<file path="src/rtl/vga_pkg.sv">
// vga_pkg
// Shared definitions for the VGA frame reader slice: default XGA-style
// timing constants, RGB565 colour constants and the reader FSM encoding.
// No ports; imported by vga_timing_gen and vga_frame_reader.
package vga_pkg;

  // Default 1024x768 timing (H_TOTAL = 1344, V_TOTAL = 806)
  localparam int DEF_H_ACTIVE = 1024;
  localparam int DEF_H_FP     = 24;
  localparam int DEF_H_SYNC   = 136;
  localparam int DEF_H_BP     = 160;
  localparam int DEF_V_ACTIVE = 768;
  localparam int DEF_V_FP     = 3;
  localparam int DEF_V_SYNC   = 6;
  localparam int DEF_V_BP     = 29;
  localparam int DEF_TOGGLE_W = 4;

  // RGB565 colours
  localparam logic [15:0] RGB565_BLACK = 16'h0000;
  localparam logic [15:0] RGB565_RED   = 16'hF800;

  // Frame reader state machine
  typedef enum logic [1:0] {
    ST_IDLE = 2'd0,
    ST_ARM  = 2'd1,
    ST_RUN  = 2'd2
  } reader_state_t;

endpackage

</file>
<file path="src/rtl/vga_timing_gen.sv">
// vga_timing_gen
// Free-running horizontal/vertical counters and the stage-0 (unregistered)
// timing decodes derived from them.
// Ports:
//   clk, rst_n      pixel clock, async active-low reset
//   o_active        stage-0 inside the visible area
//   o_hs, o_vs      stage-0 syncs, active low
//   o_frameEnd      last pixel of the frame (counters wrap to 0,0 next)
//   o_vblankStart   h_cnt=0 on the first line after the active area
module vga_timing_gen
  import vga_pkg::*;
#(
  parameter int H_ACTIVE = DEF_H_ACTIVE,
  parameter int H_FP     = DEF_H_FP,
  parameter int H_SYNC   = DEF_H_SYNC,
  parameter int H_BP     = DEF_H_BP,
  parameter int V_ACTIVE = DEF_V_ACTIVE,
  parameter int V_FP     = DEF_V_FP,
  parameter int V_SYNC   = DEF_V_SYNC,
  parameter int V_BP     = DEF_V_BP
) (
  input  logic clk,
  input  logic rst_n,
  output logic o_active,
  output logic o_hs,
  output logic o_vs,
  output logic o_frameEnd,
  output logic o_vblankStart
);

  localparam int H_TOTAL = H_ACTIVE + H_FP + H_SYNC + H_BP;
  localparam int V_TOTAL = V_ACTIVE + V_FP + V_SYNC + V_BP;

  localparam logic [10:0] H_LAST     = 11'(H_TOTAL - 1);
  localparam logic [10:0] H_ACT      = 11'(H_ACTIVE);
  localparam logic [10:0] H_SYNC_BEG = 11'(H_ACTIVE + H_FP);
  localparam logic [10:0] H_SYNC_END = 11'(H_ACTIVE + H_FP + H_SYNC);
  localparam logic [9:0]  V_LAST     = 10'(V_TOTAL - 1);
  localparam logic [9:0]  V_ACT      = 10'(V_ACTIVE);
  localparam logic [9:0]  V_SYNC_BEG = 10'(V_ACTIVE + V_FP);
  localparam logic [9:0]  V_SYNC_END = 10'(V_ACTIVE + V_FP + V_SYNC);

  logic [10:0] r_hCnt;
  logic [9:0]  r_vCnt;

  // Counters never stop, whatever the reader is doing, so the monitor
  // always sees a valid raster.
  always_ff @(posedge clk or negedge rst_n) begin
    if (!rst_n) begin
      r_hCnt <= '0;
      r_vCnt <= '0;
    end else if (r_hCnt == H_LAST) begin
      r_hCnt <= '0;
      r_vCnt <= (r_vCnt == V_LAST) ? '0 : r_vCnt + 10'd1;
    end else begin
      r_hCnt <= r_hCnt + 11'd1;
    end
  end

  assign o_active      = (r_hCnt < H_ACT) && (r_vCnt < V_ACT);
  assign o_hs          = !((r_hCnt >= H_SYNC_BEG) && (r_hCnt < H_SYNC_END));
  assign o_vs          = !((r_vCnt >= V_SYNC_BEG) && (r_vCnt < V_SYNC_END));
  assign o_frameEnd    = (r_hCnt == H_LAST) && (r_vCnt == V_LAST);
  assign o_vblankStart = (r_hCnt == 11'd0) && (r_vCnt == V_ACT);

endmodule

</file>
<file path="src/rtl/vga_frame_reader.sv">
// vga_frame_reader
// Streams RGB565 pixels from an SDRAM frame buffer read port to a VGA
// output, requests a buffer swap once per frame and records underruns.
// Ports:
//   clk, rst_n       pixel / read-port clock, async active-low reset
//   mem_rdy          SDRAM init done (asynchronous, synchronised here)
//   mem_toggle       buffer-swap request pulse, TOGGLE_W cycles wide
//   mem_rdy_to_rd    read data available
//   mem_rd_req       pop one word (combinational)
//   mem_dout         read word, valid the cycle after mem_rd_req
//   vga_hs/vs/de     registered timing outputs
//   vga_rgb          pixel colour aligned with vga_de
//   underrun         sticky underrun flag
//   underrun_cnt     saturating count of underrun pixels
module vga_frame_reader
  import vga_pkg::*;
#(
  parameter int          H_ACTIVE       = DEF_H_ACTIVE,
  parameter int          H_FP           = DEF_H_FP,
  parameter int          H_SYNC         = DEF_H_SYNC,
  parameter int          H_BP           = DEF_H_BP,
  parameter int          V_ACTIVE       = DEF_V_ACTIVE,
  parameter int          V_FP           = DEF_V_FP,
  parameter int          V_SYNC         = DEF_V_SYNC,
  parameter int          V_BP           = DEF_V_BP,
  parameter int          TOGGLE_W       = DEF_TOGGLE_W,
  parameter logic [15:0] UNDERRUN_COLOR = RGB565_RED
) (
  input  logic        clk,
  input  logic        rst_n,
  input  logic        mem_rdy,
  output logic        mem_toggle,
  input  logic        mem_rdy_to_rd,
  output logic        mem_rd_req,
  input  logic [15:0] mem_dout,
  output logic        vga_hs,
  output logic        vga_vs,
  output logic        vga_de,
  output logic [15:0] vga_rgb,
  output logic        underrun,
  output logic [15:0] underrun_cnt
);

  localparam int TCW = (TOGGLE_W > 1) ? $clog2(TOGGLE_W) : 1;

  logic w_active;
  logic w_hs;
  logic w_vs;
  logic w_frameEnd;
  logic w_vblankStart;
  logic w_underrunEvt;

  reader_state_t  r_state;
  logic           r_rdyMeta;
  logic           r_rdyS;
  logic           r_toggle;
  logic [TCW-1:0] r_togLeft;
  logic           r_armDone;
  logic           r_hs;
  logic           r_vs;
  logic           r_de;
  logic           r_reqD;
  logic           r_runD;
  logic           r_underrun;
  logic [15:0]    r_underrunCnt;

  vga_timing_gen #(
    .H_ACTIVE(H_ACTIVE), .H_FP(H_FP), .H_SYNC(H_SYNC), .H_BP(H_BP),
    .V_ACTIVE(V_ACTIVE), .V_FP(V_FP), .V_SYNC(V_SYNC), .V_BP(V_BP)
  ) u_timing (
    .clk          (clk),
    .rst_n        (rst_n),
    .o_active     (w_active),
    .o_hs         (w_hs),
    .o_vs         (w_vs),
    .o_frameEnd   (w_frameEnd),
    .o_vblankStart(w_vblankStart)
  );

  // mem_rdy comes from the SDRAM controller's own domain
  always_ff @(posedge clk or negedge rst_n) begin
    if (!rst_n) begin
      r_rdyMeta <= 1'b0;
      r_rdyS    <= 1'b0;
    end else begin
      r_rdyMeta <= mem_rdy;
      r_rdyS    <= r_rdyMeta;
    end
  end

  // Reader FSM plus swap pulse. RUN is entered on the frame's last pixel so
  // that the state is already RUN when the counters sit at 0,0. r_armDone
  // remembers that a swap issued while armed has finished, so reading only
  // starts from a freshly swapped buffer. A pulse always runs to its end,
  // even if the reader drops back to IDLE meanwhile.
  always_ff @(posedge clk or negedge rst_n) begin
    if (!rst_n) begin
      r_state   <= ST_IDLE;
      r_toggle  <= 1'b0;
      r_togLeft <= '0;
      r_armDone <= 1'b0;
    end else begin
      case (r_state)
        ST_IDLE: begin
          r_armDone <= 1'b0;
          if (r_rdyS) r_state <= ST_ARM;
        end
        ST_ARM: begin
          if (!r_rdyS) r_state <= ST_IDLE;
          else if (w_frameEnd && r_armDone) r_state <= ST_RUN;
        end
        ST_RUN: begin
          if (!r_rdyS) r_state <= ST_IDLE;
        end
        default: r_state <= ST_IDLE;
      endcase

      if (w_vblankStart && (r_state != ST_IDLE) && !r_toggle) begin
        r_toggle  <= 1'b1;
        r_togLeft <= TCW'(TOGGLE_W - 1);
      end else if (r_toggle) begin
        if (r_togLeft == '0) begin
          r_toggle <= 1'b0;
          if (r_state == ST_ARM) r_armDone <= 1'b1;
        end else begin
          r_togLeft <= r_togLeft - 1'b1;
        end
      end
    end
  end

  assign mem_rd_req    = (r_state == ST_RUN) && w_active && mem_rdy_to_rd;
  assign w_underrunEvt = (r_state == ST_RUN) && w_active && !mem_rdy_to_rd;

  // One-cycle pipeline matching the read latency of mem_dout
  always_ff @(posedge clk or negedge rst_n) begin
    if (!rst_n) begin
      r_hs          <= 1'b1;
      r_vs          <= 1'b1;
      r_de          <= 1'b0;
      r_reqD        <= 1'b0;
      r_runD        <= 1'b0;
      r_underrun    <= 1'b0;
      r_underrunCnt <= '0;
    end else begin
      r_hs   <= w_hs;
      r_vs   <= w_vs;
      r_de   <= w_active;
      r_reqD <= mem_rd_req;
      r_runD <= (r_state == ST_RUN);
      if (w_underrunEvt) begin
        r_underrun <= 1'b1;
        if (r_underrunCnt != 16'hFFFF) r_underrunCnt <= r_underrunCnt + 16'd1;
      end
    end
  end

  always_comb begin
    vga_rgb = RGB565_BLACK;
    if (r_reqD) vga_rgb = mem_dout;
    else if (r_de && r_runD) vga_rgb = UNDERRUN_COLOR;
  end

  assign mem_toggle   = r_toggle;
  assign vga_hs       = r_hs;
  assign vga_vs       = r_vs;
  assign vga_de       = r_de;
  assign underrun     = r_underrun;
  assign underrun_cnt = r_underrunCnt;

endmodule
</file>
<file path="config.mk">
export PLATFORM = sky130hd
export DESIGN_NAME = vga_frame_reader
export DESIGN_NICKNAME = d
export VERILOG_FILES = /design/src/rtl/vga_pkg.sv /design/src/rtl/vga_timing_gen.sv /design/src/rtl/vga_frame_reader.sv
export SDC_FILE = /design/constraint.sdc
export NUM_CORES = 1
export LEC_CHECK = 0
export CORE_UTILIZATION = 35
export DETAILED_ROUTE_END_ITERATION = 8
export PLACE_DENSITY_LB_ADDON = 0.12
export SLEW_MARGIN = 20
export SYNTH_ARGS = -nofsm -noshare
export SYNTH_HDL_FRONTEND = slang
export SYNTH_SLANG_ARGS = --single-unit
</file>
<file path="constraint.sdc">
create_clock -name clk -period 1.7 [get_ports clk]
set_input_delay 0.51 -clock clk [delete_from_list [all_inputs] [get_ports clk]]
set_output_delay 0.51 -clock clk [all_outputs]
set_load 0.005 [all_outputs]
</file>
# Word-level counts from Yosys, hierarchy flattened
# Index checks and enable logic that the tools add are counted.
dict set report totals {
  ff_bits 51
  input_bits 20
  out_inout_bits 38
  word_cells 79
}
dict set report classes {
  add_sub_neg 4
  order_cmp 6
  n_eq_ne 10
  n_mux 20
  n_reduce_logical 24
}
# cell n
set op_table {}
lappend op_table {{16-bit 2-to-1 mux} 2}
lappend op_table {{11-bit less-than comparator, second input constant} 2}
lappend op_table {{10-bit == test, second input constant} 2}
lappend op_table {{10-bit less-than comparator, second input constant} 2}
lappend op_table {{16-bit by 1-bit adder with 16-bit output, second input constant} 1}
lappend op_table {{16-bit inequality test, second input constant} 1}
lappend op_table {{2-bit 2-to-1 mux} 7}
lappend op_table {{1-bit logical AND} 12}
lappend op_table {{11-bit by 1-bit adder with 11-bit output, second input constant} 1}
lappend op_table {{11-bit == test, second input constant} 1}
lappend op_table {{11-bit greater-or-equal comparator, second input constant} 1}
lappend op_table {{11-bit logical NOT} 1}
lappend op_table {{11-bit 2-to-1 mux} 1}
lappend op_table {{10-bit by 1-bit adder with 10-bit output, second input constant} 1}
lappend op_table {{10-bit greater-or-equal comparator, second input constant} 1}
lappend op_table {{10-bit 2-to-1 mux} 1}
lappend op_table {{1-bit 2-to-1 mux} 8}
lappend op_table {{2-bit inequality test, second input constant} 3}
lappend op_table {{2-bit case mux with 3 select lines} 1}
lappend op_table {{1-bit logical NOT} 4}
lappend op_table {{2-bit logical NOT} 2}
lappend op_table {{2-bit AND reduction} 2}
lappend op_table {{2-bit nonzero test} 2}
lappend op_table {{3-bit inequality test, second input constant} 1}
lappend op_table {{4 further kinds} 4}

# Depth between registers and ports, before layout
# Gate-level depths: netlist (run 1).
dict set report depth {
  word_depth 6
  mapped_depth 7
  mapped_depth_nobuf 6
}

# Modules after synthesis
# From an unflattened synthesis (run 1), not the netlist that was laid out.
dict set report unflattened {
  hier_cells 264
  hier_area_um2 2698.8
}
# module n_inst cells_each area_per_inst_um2 seq_area_each_um2
set modules_own_cells {}
lappend modules_own_cells {vga_frame_reader 1 138 1457.6 753.2}
lappend modules_own_cells {vga_timing_gen 1 126 1241.2 525.5}

# Worst setup path after synthesis (run 1)
# OpenSTA, ideal clock, no wires.
dict set report synth_timing {
  path_kind {register to register}
  start {reg u_timing.r_hCnt[0]}
  end {reg u_timing.r_hCnt[10]}
  setup_ns 0.099
  arrival_time_ns 1.523
  required_ns 1.601
  setup_slack_ns 0.078
  stages_incl_launch_ff 7
  path_buffers 1
  period_less_slack_ns 1.622
  path_cell_list {dfrtp_1 > ha_1 > and3_1 > buf_4 > and2_1 > and4_1 > a311oi_1}
}
dict set report synth_between {
  elab_chain_cells 2
  elab_cells_between_ends 3
  cone_classes {1 x add/sub; 1 x eq/ne; 1 x mux}
}
# element line_no
set synth_lines {}
lappend synth_lines {{from (decl)} vga_timing_gen.sv:43} ;# logic [10:0] r_hCnt;
lappend synth_lines {{from (signal assigned)} vga_timing_gen.sv:56} ;# r_hCnt <= r_hCnt + 11'd1;
lappend synth_lines {{11-bit by 1-bit adder with 11-bit output or 11-bit == test (tied branches)} {vga_timing_gen.sv:56, vga_timing_gen.sv:52}}
lappend synth_lines {{11-bit 2-to-1 mux (*)} vga_timing_gen.sv:52} ;# end else if (r_hCnt == H_LAST) begin
# Every way passes the cells marked *; elsewhere a longest branch is shown, timed or not.
# A chain may end at the register's enable or synchronous reset.

# Worst setup path after layout (run 1)
dict set report layout_timing {
  start {in mem_rdy_to_rd}
  end {reg r_underrunCnt[15] (netlist: underrun_cnt[15])}
}
dict set report layout_between {
  elab_chain_cells 3
}
# element line_no
set layout_lines {}
lappend layout_lines {{from (decl)} vga_frame_reader.sv:33} ;# input logic mem_rdy_to_rd,
lappend layout_lines {{1-bit logical NOT} vga_frame_reader.sv:133} ;# assign w_underrunEvt = (r_state == ST_RUN) && w_active && !mem_rdy_to_rd;
lappend layout_lines {{1-bit logical AND} vga_frame_reader.sv:133}
lappend layout_lines {{2-bit AND reduction (no source line)} --}
lappend layout_lines {{to (signal assigned)} vga_frame_reader.sv:153} ;# if (r_underrunCnt != 16'hFFFF) r_underrunCnt <= r_underrunCnt + 16'd1;
lappend layout_lines {{to (decl)} vga_frame_reader.sv:65} ;# logic [15:0] r_underrunCnt;
# Every way passes these cells.

==> summary.md, run 1 <==
| Metric | Value |
|---|---|
| Share of the synthesized area in compound gates (AO/OA/AOI/OAI) | 8.481% |
| Clock tree skew after final layout | 0.01016 ns |
| Placer's final routability congestion estimate | roughly 0.83 |
| H-tree levels | 2 |
| Final critical path time including I/O delays and setup | ~1.7 ns |
| Core area | 7687 µm² |
| Worst-skew pair later-pin latency | 0.30 ns |
| Fraction of registers with async set or reset after synthesis | 100.0% |
| Met3 Wirelength | 342 µm |
| Worst EP required | 1.93 ns |
| Final hold slack | 0.08862 ns |
| Sum Neg Setup Slack | -0.007332 ns |
| Max-slew violations | 0 |
| DR iter-0 viols | 40 |
| Uppermost layer routed | met4 |
| Number of global-route vias before repair | 2,389 |
| Routed len/inst | approximately 14 µm |
| Unrepaired setup endpoints after global routing | yes |
| Type of element capturing the critical path | flip-flop |
| Width of the chip | 90.79 µm |
| Antenna violations before repair | 0 |
| Post-synthesis share of cell area spent on xor and xnor gates | 6.667% |
| Number of antenna diodes | 0 |
| Worst VDD drop | 0.2911 mV |
| Number of iterations in the first detailed-routing pass | 4 |
| Cell-by-cell trace of the critical path | dlygate4sd2_1, buf_4, nor3b_4, nand4_4, nor4_1, mux2i_1 |
| Synth cell types | 56 |
| Path class of the lowest-slack min-delay path | in -> async |
| EDFF count, synth | 0 |
| Violated checks | negative setup slack |
| Cell area after synthesis | 2759 µm² |
| Net count reported at finish | around 400 |
| Largest family of logic cells by synthesized area | simple AND/OR/NAND/NOR gates |
| Most frequently used flop master after synthesis | dfrtp_1 |
| Routed vias/inst | 4.992 |
| Routed metal-1 wire length | 3.199 mm |
| Count of unresolved DRC violations after routing | 0 |
| Launching point of the worst reg2reg path | r_state[0] |
| Overflow left after global routing | 0 |
| Final Routed Wirelength | ~6.5 mm |
| Crit path arrival time | a little under 2 ns |
| First-pass GRT wire length | about 11 mm |
| Worst setup timing slack at the placement stage | -0.5076 ns |
| Layout fillers | 690 |
| Setup-violating endpoint count in the final report | 1 |
| Sink count of the clock tree | 51 |
| Layout-stage area growth over the synthesis result | 42.90% |
| CP startpoint | mem_rdy_to_rd |
| Detailed-route via count | 2,406 |
| Critical path type | in -> reg |
| Met2 WL | 2.901 mm |
| Leak Pwr | between 2 and 2.5 nW |
| DP HPWL | 4.516 mm |
| Rel. slew slack | 69.82% |
| Overall track demand over capacity in global routing | 16.15% |
| Core Rows | 32 |
| Max Clock Freq | 585.7 MHz |
| Die ar. | 8242 µm² |
| Sequential area share after synthesis | 46.35% |
| Warnings from Yosys | 0 |
| Portion of the clock cycle consumed by the worst path in the final layout | 100.4% |
| Status | complete, but fails checks |
| Gate count after technology mapping | 272 |
| Maximum clock path buffer count | 2 |
| Max FO, Critical Path | 7 |
| Number of max-capacitance violations reported | 0 |
| Die outline height | 90.79 µm |
| Nature of the critical path startpoint | primary input |
| CTS Buf Count | 5 |
| Synthesis-stage register bit count | 51 |
| Post-Synth Adder-Cell Area | between 3 and 4% |
| Tightest Pin Transition | 0.4493 ns |
| Multiplexer fraction of the synthesized cell area | ~1.9% |
| Net count after synthesis | 300 |
| Count of boundary I/O pins | 58 |
| Synth Area in Simple Gates | 29.12% |
| Starting density of the core | about 36% |
| Buffer cell driving the clock tree root | clkbuf_8 |
| Setup slack after layout | -0.007332 ns |
| Fraction of final layout cells with drive strength greater than 1 | 29.47% |
| Count of buffers inserted at the top-level ports | 57 |
| Syn avg cell area | 10.14 µm² |
| P per Cell Area | between 500 and 600 nW/µm² |
| Maximum number of pins on one net before global-route repair | 41 |
| TritonCTS clock tree | done |
| Slowest library cell on the worst path | nor4_1 |
| Crit-path max cell delay | between 0.3 and 0.4 ns |
| Clock transition time at the flip-flop clock pins of the worst setup and hold paths | 0.10 ns |
| Count of final hold-check violations | 0 |
| Number of nets with antenna violations after detailed routing | 0 |
-- kinds of logic (layout without fill, tap and decap cells) --
family	after synthesis	count (layout)
buf+inv	23	131
xor+xnor	21	21
simple gates	128	128
compound gates	36	36
fa+ha+maj	8	8
flops	51	51
mux	5	5
-- routing by layer --
layer	track usage (%)	vias to the layer above
li1	-	1185
met1	20.68	1152
met2	26.89	61
met3	4.040	8
met4	4.762	0
met5	0	-
-- cell usage after synthesis, drive strengths merged, types with 3 or more instances --
cell / number / share of area, %
and4b: 3 / 1.1
nor4: 8 / 2.3
a211oi: 5 / 1.4
ha: 8 / 3.6
nand4: 11 / 3.7
and3: 7 / 1.6
nor3: 4 / 1.1
nand2: 29 / 3.9
inv: 12 / 1.6
clkbuf: 4 / 0.64
a31oi: 6 / 1.4
nand3: 12 / 2.2
dfrtp: 49 / 44
and2: 15 / 3.4
a21oi: 11 / 2.4
o21ai: 7 / 1.3
xor2: 14 / 4.4
or2: 3 / 0.68
nor2: 14 / 2.0
xnor2: 7 / 2.2
and4: 6 / 1.9
buf: 7 / 1.6
mux2i: 3 / 1.1
-- cell type report --
cell class | count | area, µm² | share of cell area, %
Multi-Input combinational cell | 198 | 1444 | 36.62
Tap cell | 102 | 127.6 | 3.237
Sequential cell | 51 | 1281 | 32.50
Inverter | 12 | 45.04 | 1.142
Timing Repair Buffer | 111 | 944.7 | 23.96
Clock buffer | 8 | 100.1 | 2.539
-- flip-flops by register name (all words and copies together), names as in the netlist, 2 cells and up, named ones only --
name / flops
r_state: 2
u_timing.r_hCnt: 11
u_timing.r_vCnt: 10
underrun_cnt: 16
r_togLeft: 2
-- critical path: cells and delay by family --
family | cells | cell delay, ns
AND/OR/NAND/NOR | 3 | 0.82
buffers and inverters | 2 | 0.39
multiplexers | 1 | 0.22
-- final timing paths --
path                                    endpoint  slack, ns  depth (start not counted)
worst min register to register            r_rdyS       0.36                          0
worst max register to register  underrun_cnt[15]       0.04                          5
worst max-delay path            underrun_cnt[15]     -0.007                          6
max in group asynchronous                 vga_vs       1.02                          2
worst min-delay path            underrun_cnt[10]       0.09                          1
min in group clk                          r_rdyS       0.36                          0
-- metrics by stage --
| step | area, µm² | cells | total power (W) | util (%) |
|---|---|---|---|---|
| after CTS | 3830 | 481 | 0.002094 | 49.82 |
| final | 3943 | 482 | 0.002058 | 51.29 |
| after floorplan | 2759 | 272 | 0.001244 | - |
| after detailed placement | 3681 | 457 | 0.001322 | 47.88 |
| after global routing | 3943 | 482 | 0.002141 | 51.29 |
| after global placement | 3681 | 457 | 0.001322 | 47.88 |
-- report_power, final --
| part | total [W] | internal (W) | switching (W) | leakage [nW] |
|---|---|---|---|---|
| Clock | 0.000766 | 0.000373 | 0.000394 | 0.0515 |
| Combinational | 0.0000742 | 0.0000407 | 0.0000335 | 1.34 |
| Sequential | 0.00122 | 0.00122 | 0.00000173 | 0.655 |
| Total | 0.00206 | 0.00163 | 0.000429 | 2.05 |
-- what timing repair did --
item / 4_1_cts / 5_1_grt
hold endpoints to repair: 0 / 0
pin swaps: 0 / 15
setup endpoints to repair: 53 / 39
gates resized for setup: 81 / 33
hold buffers: 0 / 0
setup buffers: 16 / 1
-- placed cells by master (no fill, tap or decap), drive strengths merged, types with 2 or more instances in the layout --
cell | synthesis | layout
buf | 7 | 72
dfrtp | 49 | 49
nand2 | 29 | 29
dlymetal6s2s | 0 | 19
and2 | 15 | 15
xor2 | 14 | 14
nor2 | 14 | 14
inv | 12 | 12
nand3 | 12 | 12
clkdlybuf4s50 | 0 | 11
a21oi | 11 | 11
nand4 | 11 | 11
dlygate4sd2 | 0 | 9
ha | 8 | 8
clkbuf | 4 | 8
nor4 | 8 | 8
xnor2 | 7 | 7
o21ai | 7 | 7
and3 | 7 | 7
and4 | 6 | 6
a31oi | 6 | 6
a211oi | 5 | 5
nor3 | 4 | 4
and4b | 3 | 3
mux2i | 3 | 3
or2 | 3 | 3
mux2 | 2 | 2
nand2b | 2 | 2
a41oi | 2 | 2
dfstp | 2 | 2
and2b | 2 | 2
or4b | 2 | 2
nor3b | 2 | 2
No activity file was read; power rests on OpenSTA's default activity.
==> inputs of run 2 (changes only) <==
==> constraint.sdc (replaced) <==
create_clock -name clk -period 2.08 [get_ports clk]
set_input_delay 0.624 -clock clk [delete_from_list [all_inputs] [get_ports clk]]
set_output_delay 0.624 -clock clk [all_outputs]
set_load 0.005 [all_outputs]
==> run 2 against run 1 <==
- the run now ends clean
- non-clock buffer count down 37
- critical path type is now in -> out
- critical endpoint is now vga_rgb[6]
- sequential share of layout area up 2.9 points
- sequential cell count unchanged
- final area down 8.3%
==> summary.md, run 2 (same netlist as run 1, synthesis figures left out) <==
| Metric | Value |
|---|---|
| Crit path arrival time | 1.42 ns (-0.52 ns) |
| Number of iterations in the first detailed-routing pass | 4 (unchanged) |
| Routed len/inst | 13.29 µm (-1.7%) |
| CTS Buf Count | 5 (unchanged) |
| DP HPWL | 4.482 mm (-0.74%) |
| Type of element capturing the critical path | primary output |
| Width of the chip | 90.79 µm (unchanged) |
| Clock transition time at the flip-flop clock pins of the worst setup and hold paths | 0.09 ns (about the same) |
| Number of nets with antenna violations after detailed routing | 0 (unchanged) |
| Critical path type | in -> out |
| Core area | 7687 µm² (unchanged) |
| Die ar. | 8242 µm² (unchanged) |
| Buffers inserted during post-CTS setup optimization | 0 (-16) |
| Detailed-route via count | 2,235 (-7.1%) |
| Count of unresolved DRC violations after routing | 0 (unchanged) |
| Fraction of final layout cells with drive strength greater than 1 | 14.04% (-15 points) |
| Total chip power | 0.001645 W (-20%) |
| Antenna violations before repair | 0 (unchanged) |
| Flip-flop count of the largest register after layout | 16 (unchanged) |
| Number of global-route vias before repair | 2,091 (-12%) |
| P per Cell Area | 454.9 nW/µm² (-13%) |
| H-tree levels | 2 (unchanged) |
| Clock tree skew after final layout | 0.009430 ns (-0.0007255 ns) |
| Portion of the clock cycle consumed by the worst path in the final layout | 98.29% |
| Max Clock Freq | between 400 and 500 MHz |
| Count of final hold-check violations | 0 (unchanged) |
| DR iter-0 viols | 63 (+57%) |
| Net count reported at finish | 370 (-9.1%) |
| Most common cell after layout, fill and taps aside | dfrtp_1 |
| Worst EP required | 1.46 ns (-0.47 ns) |
| Routed vias/inst | 5.034 (+0.84%) |
| Path class of the lowest-slack min-delay path | in -> async |
| Core Rows | 32 (unchanged) |
| Buffer cell driving the clock tree root | clkbuf_8 |
| Worst-skew pair later-pin latency | 0.30 ns (about the same) |
| First-pass GRT wire length | 10.18 mm (-6.8%) |
| Worst Reg-to-Reg Cells | 5 (unchanged) |
| Layout-stage area growth over the synthesis result | 31.07% |
| Maximum number of pins on one net before global-route repair | 22 (-46%) |
| Overflow left after global routing | 0 (unchanged) |
| Leading cell types in the layout, fill and taps excluded | 49 x dfrtp_1, 38 x clkdlybuf4s50_1, 29 x nand2_1 |
| Unrepaired setup endpoints after global routing | no |
| Starting density of the core | 35.89% (unchanged) |
| Worst VDD drop | 0.2812 mV (-3.4%) |
| Max FO, Critical Path | 1 (-6) |
| Tightest Pin Transition | 0.5384 ns (+0.08913 ns) |
| TritonCTS clock tree | done |
| Final critical path time including I/O delays and setup | 2.044 ns |
| Critical R2R Capture | u_timing.r_vCnt[3] |
| Sink count of the clock tree | 51 (unchanged) |
| Overall track demand over capacity in global routing | 15.26% (-0.89 points) |
| Launching point of the worst reg2reg path | u_timing.r_hCnt[0] |
| Leak Pwr | 1.688 nW (-17%) |
| Die outline height | 90.79 µm (unchanged) |
| Rel. slew slack | 64.10% (-5.7 points) |
| Count of buffers inserted at the top-level ports | 57 (unchanged) |
| Number of antenna diodes | 0 (unchanged) |
| Setup-violating endpoint count in the final report | 0 (-1) |
| Area of the multi-input gates | 1381 µm² (-4.3%) |
| Sum Neg Setup Slack | 0 ns (+0.007332 ns) |
| Nature of the critical path startpoint | primary input |
| Number of max-capacitance violations reported | 0 (unchanged) |
| Count of boundary I/O pins | 58 (unchanged) |
| Reg-to-reg setup timing slack | 0.21 ns (+0.17 ns) |
| Max-slew violations | 0 (unchanged) |
| Maximum clock path buffer count | 2 (unchanged) |
| Placer's final routability congestion estimate | 0.8035 (-3.0%) |
| Status | completed |
| Register Area | 1279 µm² (-0.20%) |
| Final Routed Wirelength | 5.902 mm (-9.4%) |
| CP startpoint | mem_dout[6] |
| Layout fillers | 758 (+9.9%) |
[run 2: cell count changes in the layout (fill, tap and decap cells not counted), sizes merged]
cell	before	now
dlygate4sd2	9	14
dlymetal6s2s	19	0
clkinv	0	1
clkbuf	8	7
clkdlybuf4s50	11	38
clkdlybuf4s15	0	3
buf	72	18
[run 2: worst max-delay path by stage]
stage	end
after floorplan	u_timing.r_hCnt[10]
final	vga_rgb[6]
after global routing	vga_rgb[12]
after global placement	mem_rd_req
after detailed placement	mem_rd_req
after CTS	vga_rgb[3]
[run 2: repair_timing]
item / CTS / global route
hold buffers: 0 / 0
gates resized for setup: 19 / 6
setup endpoints to repair: 17 / 5
[run 2: critical path: stages]
cell and delay (ns):
clkdlybuf4s50_1 0.39, and2_1 0.15, dlygate4sd2_1 0.26
[run 2: cell type report]
type	instances	area share [%]
flip-flops and latches	51	35.36
inverters	12	1.246
multi-input cells	198	38.20
repair buffers	74	19.24
well taps	102	3.529
clock buffers	6	2.284
clock inverters	1	0.1384
[run 2: per-layer routing]
| metal | track usage (%) | wire length [µm] | vias to the layer above |
|---|---|---|---|
| li1 | - | - | 1108 |
| met1 | 21.91 | 3006 | 1061 |
| met2 | 22.41 | 2453 | 59 |
| met3 | 3.788 | 367 | 7 |
| met4 | 4.894 | 75 | 0 |
| met5 | 0 | 0 | - |
[run 2: power breakdown]
part	internal [W]	total, W	leakage (nW)	switching (W)
combinational	0.0000396	0.0000670	0.983	0.0000275
clock	0.000262	0.000582	0.0470	0.000321
sequential	0.000994	0.000995	0.658	0.00000164
total	0.00130	0.00164	1.69	0.000350
[run 2: stage by stage]
stage | worst slack [ns] | std cells | area, µm² | util [%] | hold WS, ns
2_1_floorplan | 0.4578 | 272 | 2759 | - | 0.3284
3_3_place_gp | -0.3023 | 437 | 3543 | 46.09 | 0.3435
3_5_place_dp | -0.3378 | 437 | 3543 | 46.09 | 0.3450
4_1_cts | 0.02999 | 444 | 3613 | 47.01 | 0.3035
5_1_grt | 0.001480 | 444 | 3616 | 47.04 | 0.3281
6_report | 0.03558 | 444 | 3616 | 47.04 | 0.2912
==> inputs of run 3 (changes only) <==
==> constraint.sdc (replaced) <==
create_clock -name clk -period 2.08 [get_ports clk]
set_input_delay 0.624 -clock clk [delete_from_list [all_inputs] [get_ports clk]]
set_output_delay 0.624 -clock clk [all_outputs]
set_load 0.05 [all_outputs]
==> run 3 against run 2 <==
- register-to-register slack barely moved
- clock skew rose by 0.0030 ns
- cell count fell by 1.1%
- worst setup slack improved by 0.024 ns
- final area rose by 2.4%
- clock power rose by 2%
- combinational power fell by 14%
==> summary.md, run 3 (same netlist as run 1, synthesis figures left out) <==
| Metric | Value |
|---|---|
| Overall track demand over capacity in global routing | 15.47% (+0.22 points) |
| Die ar. | 8242 µm² (unchanged) |
| P per Cell Area | 444.7 nW/µm² (-2.2%) |
| Total placed cells including tap cells | 429 (-1.8%) |
| CP startpoint | mem_dout[8] |
| Maximum number of pins on one net before global-route repair | 33 (+50%) |
| Crit-path max cell delay | 0.46 ns (+0.07 ns) |
| Rel. slew slack | 72.87% (+8.8 points) |
| Width of the chip | 90.79 µm (unchanged) |
| Max FO, Critical Path | 1 (unchanged) |
| CTS Buf Count | 5 (unchanged) |
| TritonCTS clock tree | done |
| Layout-stage area growth over the synthesis result | 34.19% |
| Number of nets with antenna violations after detailed routing | 0 (unchanged) |
| Leading cell types in the layout, fill and taps excluded | 49 x dfrtp_1, 32 x buf_4, 24 x nand2_1 |
| Nature of the critical path startpoint | primary input |
| Clock tree skew after final layout | 0.01246 ns (+0.003026 ns) |
| Worst setup timing slack at the placement stage | -0.1374 ns (+0.2004 ns) |
| Final core occ | 48.16% (+1.1 points) |
| Number of antenna diodes | 0 (unchanged) |
| Tightest Pin Transition | 0.4070 ns (-0.1315 ns) |
| Net count reported at finish | 364 (-1.6%) |
| Antenna violations before repair | 0 (unchanged) |
| Hold Buf Count CTS | 0 (unchanged) |
| Placer's final routability congestion estimate | 0.7538 (-6.2%) |
| Switching power as a share of total power | 23.02% (+1.8 points) |
| Count of final hold-check violations | 0 (unchanged) |
| First-pass GRT wire length | 10.25 mm (+0.75%) |
| Worst VDD drop | 0.2988 mV (+6.2%) |
| Worst EP required | 1.46 ns (about the same) |
| Starting density of the core | 35.89% (unchanged) |
| Leak Pwr | 1.677 nW (-0.68%) |
| Count of boundary I/O pins | 58 (unchanged) |
| Area post-placement | 3576 µm² (+0.92%) |
| Die outline height | 90.79 µm (unchanged) |
| Crit path arrival time | 1.40 ns (-0.02 ns) |
| Clock transition time at the flip-flop clock pins of the worst setup and hold paths | 0.10 ns (about the same) |
| Count of buffers inserted at the top-level ports | 57 (unchanged) |
| Number of global-route vias before repair | 2,141 (+2.4%) |
| Final critical path time including I/O delays and setup | 2.021 ns (-0.02382 ns) |
| Cell-by-cell trace of the critical path | clkdlybuf4s50_1, and2_1, buf_12 |
| Status | completed |
| Setup slack after layout | 0.05941 ns (+0.02382 ns) |
| Routed vias/inst | 5.048 (+0.28%) |
| Layout Cells excl Fill | 439 (-1.1%) |
| Buffer cell driving the clock tree root | clkbuf_8 |
| Portion of the clock cycle consumed by the worst path in the final layout | 97.14% (-1.1 points) |
| Number of iterations in the first detailed-routing pass | 4 (unchanged) |
| Part of the total power dissipated in the clock network | 36.0% (+0.6 points) |
| Detailed-route via count | 2,216 (-0.85%) |
| Part of the total power dissipated in combinational logic | 3.5% (-0.6 points) |
| Buffers and inverters on the worst path | 2 (unchanged) |
| Count of unresolved DRC violations after routing | 0 (unchanged) |
| Proportion of power drawn by flip-flops and latches | 60.5% (about the same) |
| Maximum clock path buffer count | 2 (unchanged) |
| Core area | 7687 µm² (unchanged) |
| Max-slew violations | 0 (unchanged) |
| Setup-violating endpoint count in the final report | 0 (unchanged) |
| Type of element capturing the critical path | primary output |
| Worst-skew pair later-pin latency | 0.31 ns (about the same) |
| Most common cell after layout, fill and taps aside | dfrtp_1 |
| DR iter-0 viols | 40 (-37%) |
| Power dissipated by switching net loads | 0.0003790 W (+8.4%) |
| Unrepaired setup endpoints after global routing | no |
| Int Pwr | 0.001267 W (-2.2%) |
| Total chip power | 0.001646 W (about the same) |
| Number of max-capacitance violations reported | 0 (unchanged) |
| Final Routed Wirelength | 5.973 mm (+1.2%) |
| Max Clock Freq | 494.9 MHz (+1.2%) |
| Fraction of final layout cells with drive strength greater than 1 | 25.22% (+11 points) |
| Core Rows | 32 (unchanged) |
| H-tree levels | 2 (unchanged) |
| Cell class contributing the biggest share of worst-path delay | buffers and inverters |
| Path class of the lowest-slack min-delay path | in -> async |
| DP HPWL | 4.410 mm (-1.6%) |
| Sink count of the clock tree | 51 (unchanged) |
| Routed len/inst | 13.61 µm (+2.4%) |
| Flip-flop count of the largest register after layout | 16 (unchanged) |
| Finished layout cell area | 3702 µm² (+2.4%) |
| Overflow left after global routing | 0 (unchanged) |
| Slowest library cell on the worst path | clkdlybuf4s50_1 |
| Critical path type | in -> out |
| Launching point of the worst reg2reg path | u_timing.r_hCnt[0] |
## run 3: cell type report
class	instances	area, µm²
clock buffers	5	68.82
well taps	102	127.6
repair buffers	68	764.5
multi-input cells	198	1394
flip-flops and latches	51	1279
inverters	12	45.04
clock inverters	3	23.77
fillers	750	3985
## run 3: path summary, 6_finish.rpt
kind,to,slack (ns),depth (start not counted)
min,underrun_cnt[9],0.26,2
max reg2reg,u_timing.r_vCnt[3],0.22,5
min in group clk,r_rdyS,0.36,0
max in group asynchronous,vga_vs,1.43,2
max,vga_rgb[8],0.06,3
min reg2reg,r_rdyS,0.36,0
## run 3: metrics by stage
step / setup TNS (ns) / hold slack, ns
floorplan: 0 / 0.3284
global placement: -0.5935 / 0.3401
detailed placement: -0.9541 / 0.3412
CTS: 0 / 0.2631
global route: 0 / 0.2677
finish: 0 / 0.2637
## run 3: worst register-to-register path, stage by stage (launching register included)
cell	delay [ns]
dfrtp_1	0.40
ha_1	0.19
and3_1	0.35
nand4_4	0.23
or4_1	0.54
o21ai_0	0.09
## run 3: what timing repair did
item,in CTS,in global routing
gates resized for setup,2,6
setup endpoints to repair,1,6
buffers inserted,0,2
## run 3: power groups by stage
stage	sequential, W	combinational [W]	clock (W)
finish	0.000996	0.0000573	0.000593
global route	0.000997	0.0000648	0.000659
CTS	0.000996	0.0000603	0.000623
detailed placement	0.00102	0.0000604	0
global placement	0.00102	0.0000593	0
floorplan	0.00102	0.00000142	0
## run 3: routing by layer
metal  global-route usage (%)  up-vias  routed length (µm)
met5                        0        -                   0
met3                    4.714        9                 332
met1                    21.10     1051                2987
met4                    4.497        0                  78
li1                         -     1098                   -
met2                    23.67       58                2575
